===== config.mk =====
export PLATFORM = sky130hd
export DESIGN_NAME = fft_frame_serializer
export DESIGN_NICKNAME = d
export VERILOG_FILES = /design/src/rtl/fft_frame_serializer.sv
export SDC_FILE = /design/constraint.sdc
export NUM_CORES = 1
export LEC_CHECK = 0
export ABC_AREA = 1
export CAP_MARGIN = 15
export CORE_ASPECT_RATIO = 1.2
export CORE_MARGIN = 5
export CORE_UTILIZATION = 31
export CTS_CLUSTER_SIZE = 12
export DETAILED_ROUTE_END_ITERATION = 10
export DONT_BUFFER_PORTS = 1
export SLEW_MARGIN = 40
export SYNTH_ARGS = -nofsm -noshare
export SYNTH_HDL_FRONTEND = slang
export SYNTH_SLANG_ARGS = --single-unit

===== constraint.sdc =====
create_clock -name clk_1 -period 4.2 [get_ports clk_1]
set_input_delay 0.63 -clock clk_1 [delete_from_list [all_inputs] [get_ports clk_1]]
set_output_delay 0.63 -clock clk_1 [all_outputs]
set_load 0.01 [all_outputs]

===== src/rtl/fft_frame_serializer.sv =====
// fft_frame_serializer
// Captures an 8-bin FFT frame in one cycle into a two-bank ping-pong buffer
// and streams the bins one per beat on valid/ready, in natural bin order.
module fft_frame_serializer #(
    parameter int DW     = 8,
    parameter bit BITREV = 1'b1
) (
    input  logic          clk_1,
    input  logic          rst_n,
    input  logic          frame_valid,
    output logic          frame_ready,
    input  logic [DW-1:0] in1,
    input  logic [DW-1:0] in2,
    input  logic [DW-1:0] in3,
    input  logic [DW-1:0] in4,
    input  logic [DW-1:0] in5,
    input  logic [DW-1:0] in6,
    input  logic [DW-1:0] in7,
    input  logic [DW-1:0] in8,
    output logic [DW-1:0] m_data,
    output logic [2:0]    m_index,
    output logic          m_valid,
    input  logic          m_ready,
    output logic          m_last,
    output logic [7:0]    frames_dropped
);

    typedef enum logic {
        IDLE   = 1'b0,
        STREAM = 1'b1
    } state_t;

    state_t        state;
    state_t        state_nxt;

    logic [DW-1:0] slot_in [8];
    logic [DW-1:0] bank    [2][8];

    logic          wr_ptr;
    logic          rd_ptr;
    logic          rd_ptr_nxt;
    logic [1:0]    occ;
    logic [1:0]    occ_nxt;
    logic [2:0]    beat;
    logic [2:0]    beat_nxt;
    logic [2:0]    rd_slot;
    logic [DW-1:0] data_nxt;

    logic          capture;
    logic          drop;
    logic          xfer;
    logic          last_xfer;

    // Slot k of a bit-reversed frame carries bin bitrev3(k), and vice versa.
    function automatic logic [2:0] bitrev3(input logic [2:0] k);
        return {k[0], k[1], k[2]};
    endfunction

    // Gather the parallel FFT slots into an indexable array.
    always_comb begin
        slot_in[0] = in1;
        slot_in[1] = in2;
        slot_in[2] = in3;
        slot_in[3] = in4;
        slot_in[4] = in5;
        slot_in[5] = in6;
        slot_in[6] = in7;
        slot_in[7] = in8;
    end

    // frame_ready depends on registered occupancy only, never on m_ready.
    assign frame_ready = (occ != 2'd2);
    assign capture     = frame_valid && frame_ready;
    assign drop        = frame_valid && !frame_ready;
    assign xfer        = (state == STREAM) && m_ready;
    assign last_xfer   = xfer && (beat == 3'd7);

    // Next-state values for occupancy, read position and the presented beat.
    always_comb begin
        // NOTE: every signal gets a default first so no path can infer a latch.
        occ_nxt    = occ;
        beat_nxt   = beat;
        rd_ptr_nxt = rd_ptr;
        data_nxt   = '0;

        if (capture && !last_xfer) begin
            occ_nxt = occ + 2'd1;
        end else if (!capture && last_xfer) begin
            occ_nxt = occ - 2'd1;
        end

        if (xfer) begin
            beat_nxt = beat + 3'd1;
        end
        if (last_xfer) begin
            rd_ptr_nxt = ~rd_ptr;
        end

        state_nxt = (occ_nxt != 2'd0) ? STREAM : IDLE;
        rd_slot   = BITREV ? bitrev3(beat_nxt) : beat_nxt;

        // A bank being captured this edge and read next cycle is taken
        // straight from the inputs, giving one-cycle capture-to-valid latency.
        if (capture && (rd_ptr_nxt == wr_ptr)) begin
            data_nxt = slot_in[rd_slot];
        end else begin
            data_nxt = bank[rd_ptr_nxt][rd_slot];
        end
    end

    // Bank storage: written only on capture, into the bank not being streamed.
    // NOTE: the sample memory has no reset; occ and the pointers decide what is
    // valid, so clearing the data would only cost logic.
    always_ff @(posedge clk_1) begin
        if (capture) begin
            for (int i = 0; i < 8; i++) begin
                bank[wr_ptr][i] <= slot_in[i];
            end
        end
    end

    // Control FSM, pointers, drop counter and registered stream outputs.
    always_ff @(posedge clk_1 or negedge rst_n) begin
        if (!rst_n) begin
            state          <= IDLE;
            occ            <= 2'd0;
            wr_ptr         <= 1'b0;
            rd_ptr         <= 1'b0;
            beat           <= 3'd0;
            m_valid        <= 1'b0;
            m_data         <= '0;
            m_index        <= 3'd0;
            m_last         <= 1'b0;
            frames_dropped <= 8'd0;
        end else begin
            // NOTE: non-blocking assignments so every register samples the
            // pre-edge values, independent of statement order.
            state   <= state_nxt;
            occ     <= occ_nxt;
            rd_ptr  <= rd_ptr_nxt;
            beat    <= beat_nxt;
            if (capture) begin
                wr_ptr <= ~wr_ptr;
            end
            if (drop && (frames_dropped != 8'hFF)) begin
                frames_dropped <= frames_dropped + 8'd1;
            end

            m_valid <= (state_nxt == STREAM);
            if (state_nxt == STREAM) begin
                m_data  <= data_nxt;
                m_index <= beat_nxt;
                m_last  <= (beat_nxt == 3'd7);
            end else begin
                m_data  <= '0;
                m_index <= 3'd0;
                m_last  <= 1'b0;
            end
        end
    end

endmodule

==> results of run 1 <==
==> report_power, final <==
part | internal (mW) | switching [mW]
registers | 2.14 | 0.216
clock network | 0.849 | 0.695
logic | 0.821 | 1.94
==> flip-flops by register name, indices dropped and copies added, names as in the netlist <==
signal / flops
bank: 128
beat: 3
frames_dropped: 8
m_data: 8
m_index: 3
m_last: 1
occ: 2
rd_ptr: 1
state: 1
wr_ptr: 1
==> worst max path at each step <==
| stage | slack [ns] | from | cells past startpoint | endpoint |
|---|---|---|---|---|
| after detailed placement | 1.07 | beat[0] | 11 | m_data[4] |
| after global placement | 1.12 | beat[0] | 11 | m_data[4] |
| final | 1.15 | beat[0] | 11 | m_data[4] |
| after floorplan | 0.22 | occ[0] | 5 | bank[0][0] |
| after global routing | 0.76 | beat[0] | 11 | m_data[4] |
| after CTS | 1.08 | beat[0] | 11 | m_data[4] |
==> stage by stage <==
step | hold slack (ns) | total power, mW | instance area, sq um | instances | utilization [%]
after floorplan | 0.334 | 4.36 | 7090 | 701 | -
after global placement | 0.335 | 5.13 | 7360 | 954 | 32.7
after detailed placement | 0.335 | 5.15 | 7370 | 954 | 32.7
after CTS | 0.00505 | 6.72 | 7980 | 987 | 35.4
after global routing | 0.0181 | 7.12 | 8010 | 988 | 35.6
final | 0.0193 | 6.66 | 8010 | 988 | 35.6
==> cell usage in the layout (no fill, tap or decap), drive strengths merged, types with 6 or more instances in the layout <==
master | Yosys | layout
nor2 | 27 | 27
nand3b | 8 | 8
edfxtp | 128 | 128
nand2 | 236 | 236
xor2 | 7 | 7
inv | 35 | 46
or2 | 8 | 8
nand3 | 160 | 160
a21oi | 8 | 8
dfrtp | 28 | 28
clkinv | 5 | 6
buf | 28 | 11
clkbuf | 7 | 17
==> timing repair <==
item / CTS / global route
setup buffers: 0 / 0
hold endpoints to repair: 28 / 0
hold buffers: 1 / 0
==> metal layers <==
| layer | vias to the layer above | share of wire [%] |
|---|---|---|
| li1 | 2372 | - |
| met1 | 2338 | 40 |
| met2 | 182 | 47 |
| met3 | 40 | 8.1 |
| met4 | 0 | 4.6 |
| met5 | - | 0 |
==> worst reg2reg max path: cells and delay by family, from the launching register on <==
kind            cells  cell delay [ns]
simple gates        8             2.05
fa+ha+maj           2             0.42
flops               1             0.39
compound gates      1             0.06
==> kinds of logic after synthesis <==
| kind of cell | count (synthesis) |
|---|---|
| AO/OA/AOI/OAI | 12 |
| XOR/XNOR | 9 |
| adder cells (fa/ha/maj) | 4 |
| buffers and inverters | 75 |
| flip-flops | 156 |
| AND/OR/NAND/NOR | 445 |
==> layout make-up <==
cell class	count	area (sq um)	share of cell area [%]
flip-flops and latches	156	4540	56.7
multi-input cells	470	2230	27.8
clock buffers	17	425	5.31
well taps	279	349	4.36
clock inverters	15	168	2.09
inverters	40	153	1.91
repair buffers	11	144	1.80
==> results by group, run 1 <==
Status
  – Status: complete, no violations

Yosys
  – Yosys top cell by area: edfxtp_1
  – Ys Warns: 0
  – Mux cell area share after synthesis: 0%
  – Synth Area in Simple Gates: between 20% and 30%
  – Top cell type's share of synthesized area: between 50% and 60%
  – Avg Inst Size Synth: around 10 sq um
  – Syn Inst Count: roughly 700
  – Seq/Total Area, Yosys: about 64%
  – Post-synth EDFFs: around 130
  – Top cells by count, synth: 233 x nand2_1, 160 x nand3_1, 128 x edfxtp_1
  – Post-Synth Adder-Cell Area: 0.705%
  – Synth async-reset ratio: ~18%
  – Ranking of synthesized cells by area: edfxtp_1 54%, nand2_1 12%, nand3_1 11%
  – Seq cells post-synth: around 160
  – Compound-Gate Fraction of Synth Area: 1.16%
  – Synth cell types: 33
  – XOR/XNOR Fraction of Synth Area: under 10%
  – Top-count cell post-synth: nand2_1
  – Main synth FF type: edfxtp_1
  – Main combinational cell family by area after synthesis: simple AND/OR/NAND/NOR gates
  – Syn Std Cell Area: just over 0.007 sq mm
  – Post-synth net total: 773

Global routing
  – Grt ovf: 0
  – All-Layer GR Usage: 14.6%
  – Met2 usage: between 20% and 30%
  – GR Util met1: between 15 and 20%
  – M3 GR Usage: just over 5%
  – First-pass GRT wire length: roughly 28 mm
  – Antenna violations before repair: 0
  – Most Crowded Layer GR: met2
  – Vias in the first global route: about 4.8k
  – Largest net degree at the start of global routing: 82

Place
  – PortBufs: 0
  – Placer congestion estimate: approximately 0.80
  – Post-DP HPWL: between 10 and 15 mm
  – Post-Place Setup Slack: 1.07 ns

Clock network
  – Clk pin slew, worst setup/hold paths: about 0.070 ns
  – Max Root-Sink Buffers: 2
  – H-tree levels: 4
  – Skew-Pair Late Insertion Delay: ~0.43 ns
  – Root Buffer: clkbuf_16
  – # clock sinks: 156
  – Post-CTS Resized: 0
  – CTS tree: built
  – CTS Buf Count: 17

Layout
  – Layout cells sized above 1: a little under a tenth
  – Diodes inserted: 0
  – Fillers: approximately 2.2k
  – Area Overhead vs Synth: 12.9%
  – NumNets Final: around 770

Timing
  – FMAX: 328 MHz
  – Max-slew headroom: 50.6%
  – Setup_tns: 0 ns
  – RSZ-0062 raised after global routing: false
  – Final WS setup: 1.15 ns
  – Final setup vio count: 0
  – Final period util: between 70 and 80%
  – Worst-Margin Slew: ~0.74 ns
  – Slew Viols, Final: 0
  – Count of final hold-check violations: 0
  – Clk_skew: 0.0101 ns
  – Final critical-path required period: ~3.1 ns

Worst setup path
  – Crit-path max FO: 17
  – CP max stage delay: a little under 0.5 ns
  – Data arrival, critical path: approximately 3.3 ns
  – Reg2Reg Launch Point: beat[0]
  – WP data required: between 4 and 5 ns
  – RR Endpoint: m_data[4]
  – CP bufs+invs: 0
  – CP most frequent cell: nand2_1
  – WS Path Type: flip-flop to flip-flop
  – Worst Reg2Reg Path Length in Cells: 11
  – Crit-path cells: ha_1, ha_1, nand3_1, nand2_2, nand2_1, nand2_1, nand3_1, nor2_1, nand2_1, nand2_1, a21oi_1
  – Setup crit end kind: flip-flop
  – Critical path's slowest cell: nand3_1
  – Worst setup SP type: flip-flop
  – Crit path max-delay family: simple AND/OR/NAND/NOR gates
  – R2R Setup Slk: 1.15 ns

Route
  – TritonRoute pass-1 iters: 5
  – Via Count: 4932
  – Drc violations: 0
  – Antenna viol nets, final: 0
  – DRT Wirelength: 18.9 mm
  – Starting DRT DRC Count: 409
  – Vias per cell: 4.99
  – Routed length per instance: 19.1 um

Floorplanning
  – Die area: around 0.026 sq mm
  – Chip Height: 176 um
  – IO Count: 90
  – # rows: 60
  – Die X: between 100 and 150 um
  – Core Area: between 0.02 and 0.025 sq mm
  – Initial Utilization: a little under a third

Pwr
  – Pleak: roughly 3.2 nW
  – VDD IR-drop max: ~0.37 mV
  – Cell Pwr Density: approximately 830 mW/mm^2

Min path
  – Worst min-delay path class: primary input to async pin

Job
  – Max-capacitance violation count: 0
(Power assumes the default switching activity.)
==> run 2: changes to the inputs <==
Clock period 4.2 ns to 2.9 ns, I/O delays scaled along.
==> run 2 against run 1 <==
Total power grew 47%. Sequential cell count is the same. Via count shrank 1.1%. Sequential share of layout area shrank 0.76 points. Sequential power grew 43%. Critical path depth grew 1. Clock power grew 52%. Hold slack gained 0.067 ns. Clock skew grew 0.0020 ns. Critical endpoint unchanged. Largest power group unchanged.
==> results by group, run 2 (same netlist as run 1, synthesis figures left out) <==
Timing
  – Count of final hold-check violations: 0 (unchanged)
  – FMAX: 393 MHz (+20%)
  – RSZ-0062 raised after global routing: false
  – WHS: 0.0868 ns (+0.0675 ns)
  – Final period util: 87.8% (+15 points)
  – Clk_skew: 0.0122 ns (+0.00203 ns)
  – Worst-Margin Slew: 0.637 ns (-0.104 ns)
  – Slew Viols, Final: 0 (unchanged)
  – Max-slew headroom: 57.5% (+6.9 points)
  – Final setup vio count: 0 (unchanged)
  – Setup_tns: 0 ns (unchanged)
  – Final WS setup: 0.354 ns (-0.794 ns)
  – Final critical-path required period: 2.55 ns (-0.506 ns)

Route
  – Drc violations: 0 (unchanged)
  – Via Count: 4879 (-1.1%)
  – Antenna viol nets, final: 0 (unchanged)
  – Starting DRT DRC Count: 410 (+0.24%)
  – TritonRoute pass-1 iters: 5 (unchanged)
  – Routed length per instance: 18.4 um (-3.7%)
  – Vias per cell: 4.89 (-2.1%)
  – DRT Wirelength: 18.4 mm (-2.7%)

Clock network
  – Post-CTS Setup Inserts: 0 (unchanged)
  – Clk pin slew, worst setup/hold paths: 0.08 ns (about the same)
  – H-tree levels: 4 (unchanged)
  – CTS tree: built
  – Root Buffer: clkbuf_16
  – Max Root-Sink Buffers: 2 (unchanged)
  – CTS Buf Count: 17 (unchanged)
  – Skew-Pair Late Insertion Delay: 0.44 ns (about the same)
  – # clock sinks: 156 (unchanged)

Worst setup path
  – Worst setup path endpoint: m_data[4]
  – Worst setup SP type: flip-flop
  – Reg2Reg Launch Point: beat[0]
  – Worst Setup SP: beat[0]
  – WS Path Type: flip-flop to flip-flop
  – Data arrival, critical path: 2.82 ns (-0.52 ns)
  – Worst Reg2Reg Path Length in Cells: 12 (+1)
  – R2R Setup Slk: 0.35 ns (-0.79 ns)
  – Setup crit end kind: flip-flop
  – Crit-path max FO: 12 (-5)
  – CP max stage delay: 0.40 ns (-0.09 ns)
  – Crit-path cells: ha_1, ha_1, nand3_1, nand2_2, nand2_1, nand2_1, nand3_1, buf_4, nor2_1, nand2_1, nand2_1, a21oi_1
  – RR Endpoint: m_data[4]
  – CP most frequent cell: nand2_1
  – Critical path's slowest cell: dfrtp_1
  – WP data required: 3.18 ns (-1.31 ns)

Global routing
  – All-Layer GR Usage: 14.5% (-0.056 points)
  – Grt ovf: 0 (unchanged)
  – Largest net degree at the start of global routing: 65 (-21%)
  – First-pass GRT wire length: 28.4 mm (-0.24%)
  – Vias in the first global route: 4827 (+0.94%)
  – Antenna violations before repair: 0 (unchanged)

Layout
  – Diodes inserted: 0 (unchanged)
  – Area taken by multi-input logic gates: 0.00223 sq mm (unchanged)
  – Post-layout util: 36.0% (+0.48 points)
  – Layout cells sized above 1: 10.6% (+1.1 points)
  – Fillers: 2215 (+0.23%)
  – Top flop regs: bank x128, frames_dropped x8, m_data x8
  – NumNets Final: 778 (+1.3%)
  – Largest register FFs: 128 (unchanged)
  – Final cell count without fillers: 998 (+1.0%)
  – Area Overhead vs Synth: 14.4%
  – Most common cell after layout, fill and taps aside: nand2_1
  – Register Area: 0.00454 sq mm (unchanged)
  – Commonest cells after routing, fill and taps aside: 233 x nand2_1, 160 x nand3_1, 128 x edfxtp_1, 34 x inv_1, 28 x dfrtp_1
  – Most flops, register: bank
  – Finished Cell Area: 0.00812 sq mm (+1.4%)

Floorplanning
  – Die X: 148 um (unchanged)
  – # rows: 60 (unchanged)
  – Chip Height: 176 um (unchanged)
  – Die area: 0.0260 sq mm (unchanged)
  – IO Count: 90 (unchanged)
  – Core Area: 0.0225 sq mm (unchanged)
  – Initial Utilization: 31.5% (unchanged)

Pwr
  – VDD IR-drop max: 0.463 mV (+26%)
  – Pleak: 3.26 nW (+2.0%)
  – Pwr Total: 9.80 mW (+47%)
  – Cell Pwr Density: 1210 mW/mm^2 (+45%)

Place
  – Placer congestion estimate: 0.801 (+0.46%)
  – # placed instances: 964 (+1.0%)
  – PortBufs: 0 (unchanged)
  – Post-DP HPWL: 12.3 mm (-2.1%)
  – DP Area: 0.00746 sq mm (+1.3%)
  – Post-Place Setup Slack: 0.346 ns (-0.725 ns)

Job
  – Max-capacitance violation count: 0 (unchanged)

Status
  – Status: complete, no violations

Min path
  – Worst min-delay path class: primary input to flip-flop
## run 2: how the worst min path moves through the flow
stage           start  cells after the start           endpoint  slack (ns)
6_report       in7[7]                      0        bank[0][15]        0.09
5_1_grt        in8[2]                      0         bank[1][2]        0.07
4_1_cts        in7[0]                      0         bank[1][8]        0.07
3_5_place_dp    rst_n                      0  frames_dropped[0]        0.14
3_3_place_gp    rst_n                      0  frames_dropped[1]        0.14
2_1_floorplan   rst_n                      0            beat[0]        0.14
## run 2: power breakdown
group	internal (mW)	total (mW)	switching (mW)
combinational	1.28	4.09	2.80
sequential	3.09	3.37	0.285
clock	1.32	2.34	1.02
## run 2: cell type report
| cell class | count | share of cell area (%) |
|---|---|---|
| sequential | 156 | 56.0 |
| inverter | 40 | 1.88 |
| multi-input combinational | 470 | 27.4 |
| clock buffer | 17 | 5.24 |
| tap | 279 | 4.30 |
| timing repair buffer | 21 | 2.74 |
| clock inverter | 15 | 2.44 |
## run 2: worst max-delay path, delay by kind of cell (launching register included)
kind | cells | cell delay (ns)
compound gates | 1 | 0.08
fa+ha+maj | 2 | 0.45
buf+inv | 1 | 0.33
flops | 1 | 0.40
simple gates | 8 | 1.14
## run 2: timing repair
item / in CTS / in global routing
hold buffers: 2 / 0
gates resized for setup: 0 / 0
endpoints found under the hold margin: 28 / 0
## run 2: per-layer routing
metal	GRT usage, %	routed length [um]	part of all wire (%)
met1	17.2	7200	39
met2	24.2	9170	50
met3	5.45	1680	9.1
met4	5.12	346	1.9
met5	0	0	0
==> run 3: changes to the inputs <==
Settings changed: CAP_MARGIN 15 to not set, CELL_PAD_IN_SITES_DETAIL_PLACEMENT set to 1, CELL_PAD_IN_SITES_GLOBAL_PLACEMENT set to 1, PLACE_DENSITY_LB_ADDON set to 0.1.
==> run 3 against run 2 <==
Total power up 3.0%. Sequential cell count did not move. Cell count fell by 0.10%. Sequential power about the same. Clock skew shrank 0.0061 ns. Worst setup slack improved by 0.12 ns. Via count grew 1.3%. Critical endpoint is now m_data[0].
==> results by group, run 3 (same netlist as run 1, synthesis figures left out) <==
Status
  – Status: complete, no violations

Layout
  – NumNets Final: 777 (-0.13%)
  – Largest register FFs: 128 (unchanged)
  – Final cell count without fillers: 997 (-0.10%)
  – Area taken by multi-input logic gates: 0.00223 sq mm (unchanged)
  – Most common cell after layout, fill and taps aside: nand2_1
  – Finished Cell Area: 0.00813 sq mm (+0.11%)
  – Diodes inserted: 0 (unchanged)
  – Commonest cells after routing, fill and taps aside: 233 x nand2_1, 160 x nand3_1, 128 x edfxtp_1, 34 x inv_1, 28 x dfrtp_1
  – Most flops, register: bank
  – Area Overhead vs Synth: 14.6%
  – Layout cells sized above 1: 10.0% (-0.54 points)
  – Fillers: 2496 (+13%)
  – Top flop regs: bank x128, frames_dropped x8, m_data x8
  – Register Area: 0.00454 sq mm (unchanged)

Clock network
  – Skew-Pair Late Insertion Delay: 0.42 ns (-0.02 ns)
  – Clk pin slew, worst setup/hold paths: 0.07 ns (about the same)
  – Max Root-Sink Buffers: 2 (unchanged)
  – CTS Buf Count: 17 (unchanged)
  – Root Buffer: clkbuf_16
  – # clock sinks: 156 (unchanged)
  – CTS tree: built
  – H-tree levels: 4 (unchanged)

Route
  – Vias per cell: 4.96 (+1.4%)
  – TritonRoute pass-1 iters: 4 (-1)
  – DRT Wirelength: 21.2 mm (+15%)
  – WL met1: 8.96 mm (+25%)
  – Routed length per instance: 21.2 um (+15%)
  – Metal2 WL: 10.6 mm (+16%)
  – Antenna viol nets, final: 0 (unchanged)
  – DR WL met3: 1.19 mm (-29%)
  – Uppermost layer routed: met4
  – Via Count: 4943 (+1.3%)
  – Starting DRT DRC Count: 289 (-30%)
  – Drc violations: 0 (unchanged)

Job
  – Max-capacitance violation count: 0 (unchanged)

Worst setup path
  – WS Path Type: flip-flop to flip-flop
  – Crit-path max FO: 9 (-3)
  – Data arrival, critical path: 2.71 ns (-0.11 ns)
  – WP data required: 3.18 ns (about the same)
  – Worst setup SP type: flip-flop
  – Setup crit end kind: flip-flop

Floorplanning
  – Core Area: 0.0225 sq mm (unchanged)
  – Chip Height: 176 um (unchanged)
  – IO Count: 90 (unchanged)
  – Initial Utilization: 31.5% (unchanged)
  – Die X: 148 um (unchanged)
  – # rows: 60 (unchanged)
  – Die area: 0.0260 sq mm (unchanged)

Timing
  – Clk_skew: 0.00604 ns (-0.00614 ns)
  – Slew Viols, Final: 0 (unchanged)
  – Max-slew headroom: 60.0% (+2.6 points)
  – FMAX: 411 MHz (+4.7%)
  – Worst-Margin Slew: 0.598 ns (-0.0394 ns)
  – Final critical-path required period: 2.43 ns (-0.115 ns)
  – Final setup vio count: 0 (unchanged)
  – Count of final hold-check violations: 0 (unchanged)
  – RSZ-0062 raised after global routing: false
  – Final period util: 83.8% (-4.0 points)
  – Setup_tns: 0 ns (unchanged)

Pwr
  – Pint: 5.93 mW (+4.1%)
  – Sequential share of power: 33.7% (-0.7 points)
  – NetSw: 4.17 mW (+1.5%)
  – Net Sw Frac: 41.3% (-0.62 points)
  – VDD IR-drop max: 0.458 mV (-1.0%)
  – Logic pwr share: 41.7% (about the same)
  – Pleak: 3.25 nW (about the same)
  – Clock group share of total power: 24.6% (+0.8 points)
  – Cell Pwr Density: 1240 mW/mm^2 (+2.9%)

Min path
  – Worst min-delay path class: primary input to flip-flop

Place
  – PortBufs: 0 (unchanged)
  – Placer congestion estimate: 0.761 (-5.0%)
  – DP Area: 0.00744 sq mm (-0.27%)
  – Post-DP HPWL: 14.1 mm (+14%)
  – # placed instances: 963 (-0.10%)

Global routing
  – All-Layer GR Usage: 16.7% (+2.2 points)
  – First-pass GRT wire length: 32.7 mm (+15%)
  – Antenna violations before repair: 0 (unchanged)
  – Vias in the first global route: 5363 (+11%)
  – Largest net degree at the start of global routing: 65 (unchanged)
  – Grt ovf: 0 (unchanged)
## run 3: changes by cell type in the layout (fill, tap and decap cells not counted)
| cell | delta |
|---|---|
| inv_6 | -4 |
| inv_8 | -4 |
| bufinv_16 | +3 |
| clkbuf_1 | +3 |
| clkbuf_8 | +2 |
| clkinv_8 | -2 |
| buf_12 | -1 |
| clkinv_2 | +1 |
| clkinvlp_4 | +1 |
## run 3: per-layer routing
metal  track usage [%]  up-vias
met2              28.7       88
met3              4.88       21
met5                 0        -
li1                  -     2381
met1              20.2     2453
met4              5.35        0
## run 3: area by class of cell
type | count | share of cell area (%)
repair buffers | 20 | 2.49
well taps | 279 | 4.30
clock inverters | 10 | 2.31
clock buffers | 22 | 5.71
inverters | 40 | 1.88
multi-input cells | 470 | 27.4
flip-flops and latches | 156 | 55.9
## run 3: critical path, stage by stage, from the launching register on
cell and delay [ns]:
dfrtp_1 0.32, inv_1 0.06, ha_1 0.21, inv_1 0.12, nand2_1 0.25, inv_1 0.18
nand2_1 0.10, nand2_1 0.09, xor2_1 0.14, inv_1 0.09, nor2_4 0.14, clkinv_1 0.35
nand2_1 0.17, a21oi_1 0.05
## run 3: repair_timing
action,4_1_cts,5_1_grt
resized for setup,0,0
buffers inserted,0,0
hold buffers,2,0
endpoints found under the hold margin,28,0
## run 3: per-stage QoR
stage	total power, mW	utilization, %	worst slack [ns]	hold WS (ns)
floorplan	6.30	-	-0.0296	0.139
global placement	7.70	33.1	0.499	0.140
detailed placement	7.77	33.1	0.416	0.140
CTS	10.3	36.1	0.343	0.0786
global route	10.9	36.1	0.0942	0.0756
finish	10.1	36.1	0.469	0.100
## run 3: power by group through the flow
stage / logic [mW] / registers, mW / clock network (mW)
2_1_floorplan: 2.94 / 3.36 / 0
3_3_place_gp: 4.25 / 3.45 / 0
3_5_place_dp: 4.31 / 3.46 / 0
4_1_cts: 4.34 / 3.42 / 2.53
5_1_grt: 4.78 / 3.45 / 2.64
6_report: 4.21 / 3.40 / 2.48
## run 3: path summary, 6_finish.rpt
| path | startpoint | endpoint | slack, ns | cells after the start |
|---|---|---|---|---|
| min in group asynchronous | rst_n | frames_dropped[5] | 0.45 | 2 |
| worst min-delay path | in3[6] | bank[1][46] | 0.10 | 0 |
| worst min register to register | frames_dropped[4] | frames_dropped[4] | 0.56 | 1 |
| max in group asynchronous | rst_n | beat[1] | 2.27 | 2 |
| worst max-delay path | occ[0] | m_data[0] | 0.47 | 13 |
| worst max register to register | occ[0] | m_data[0] | 0.47 | 13 |
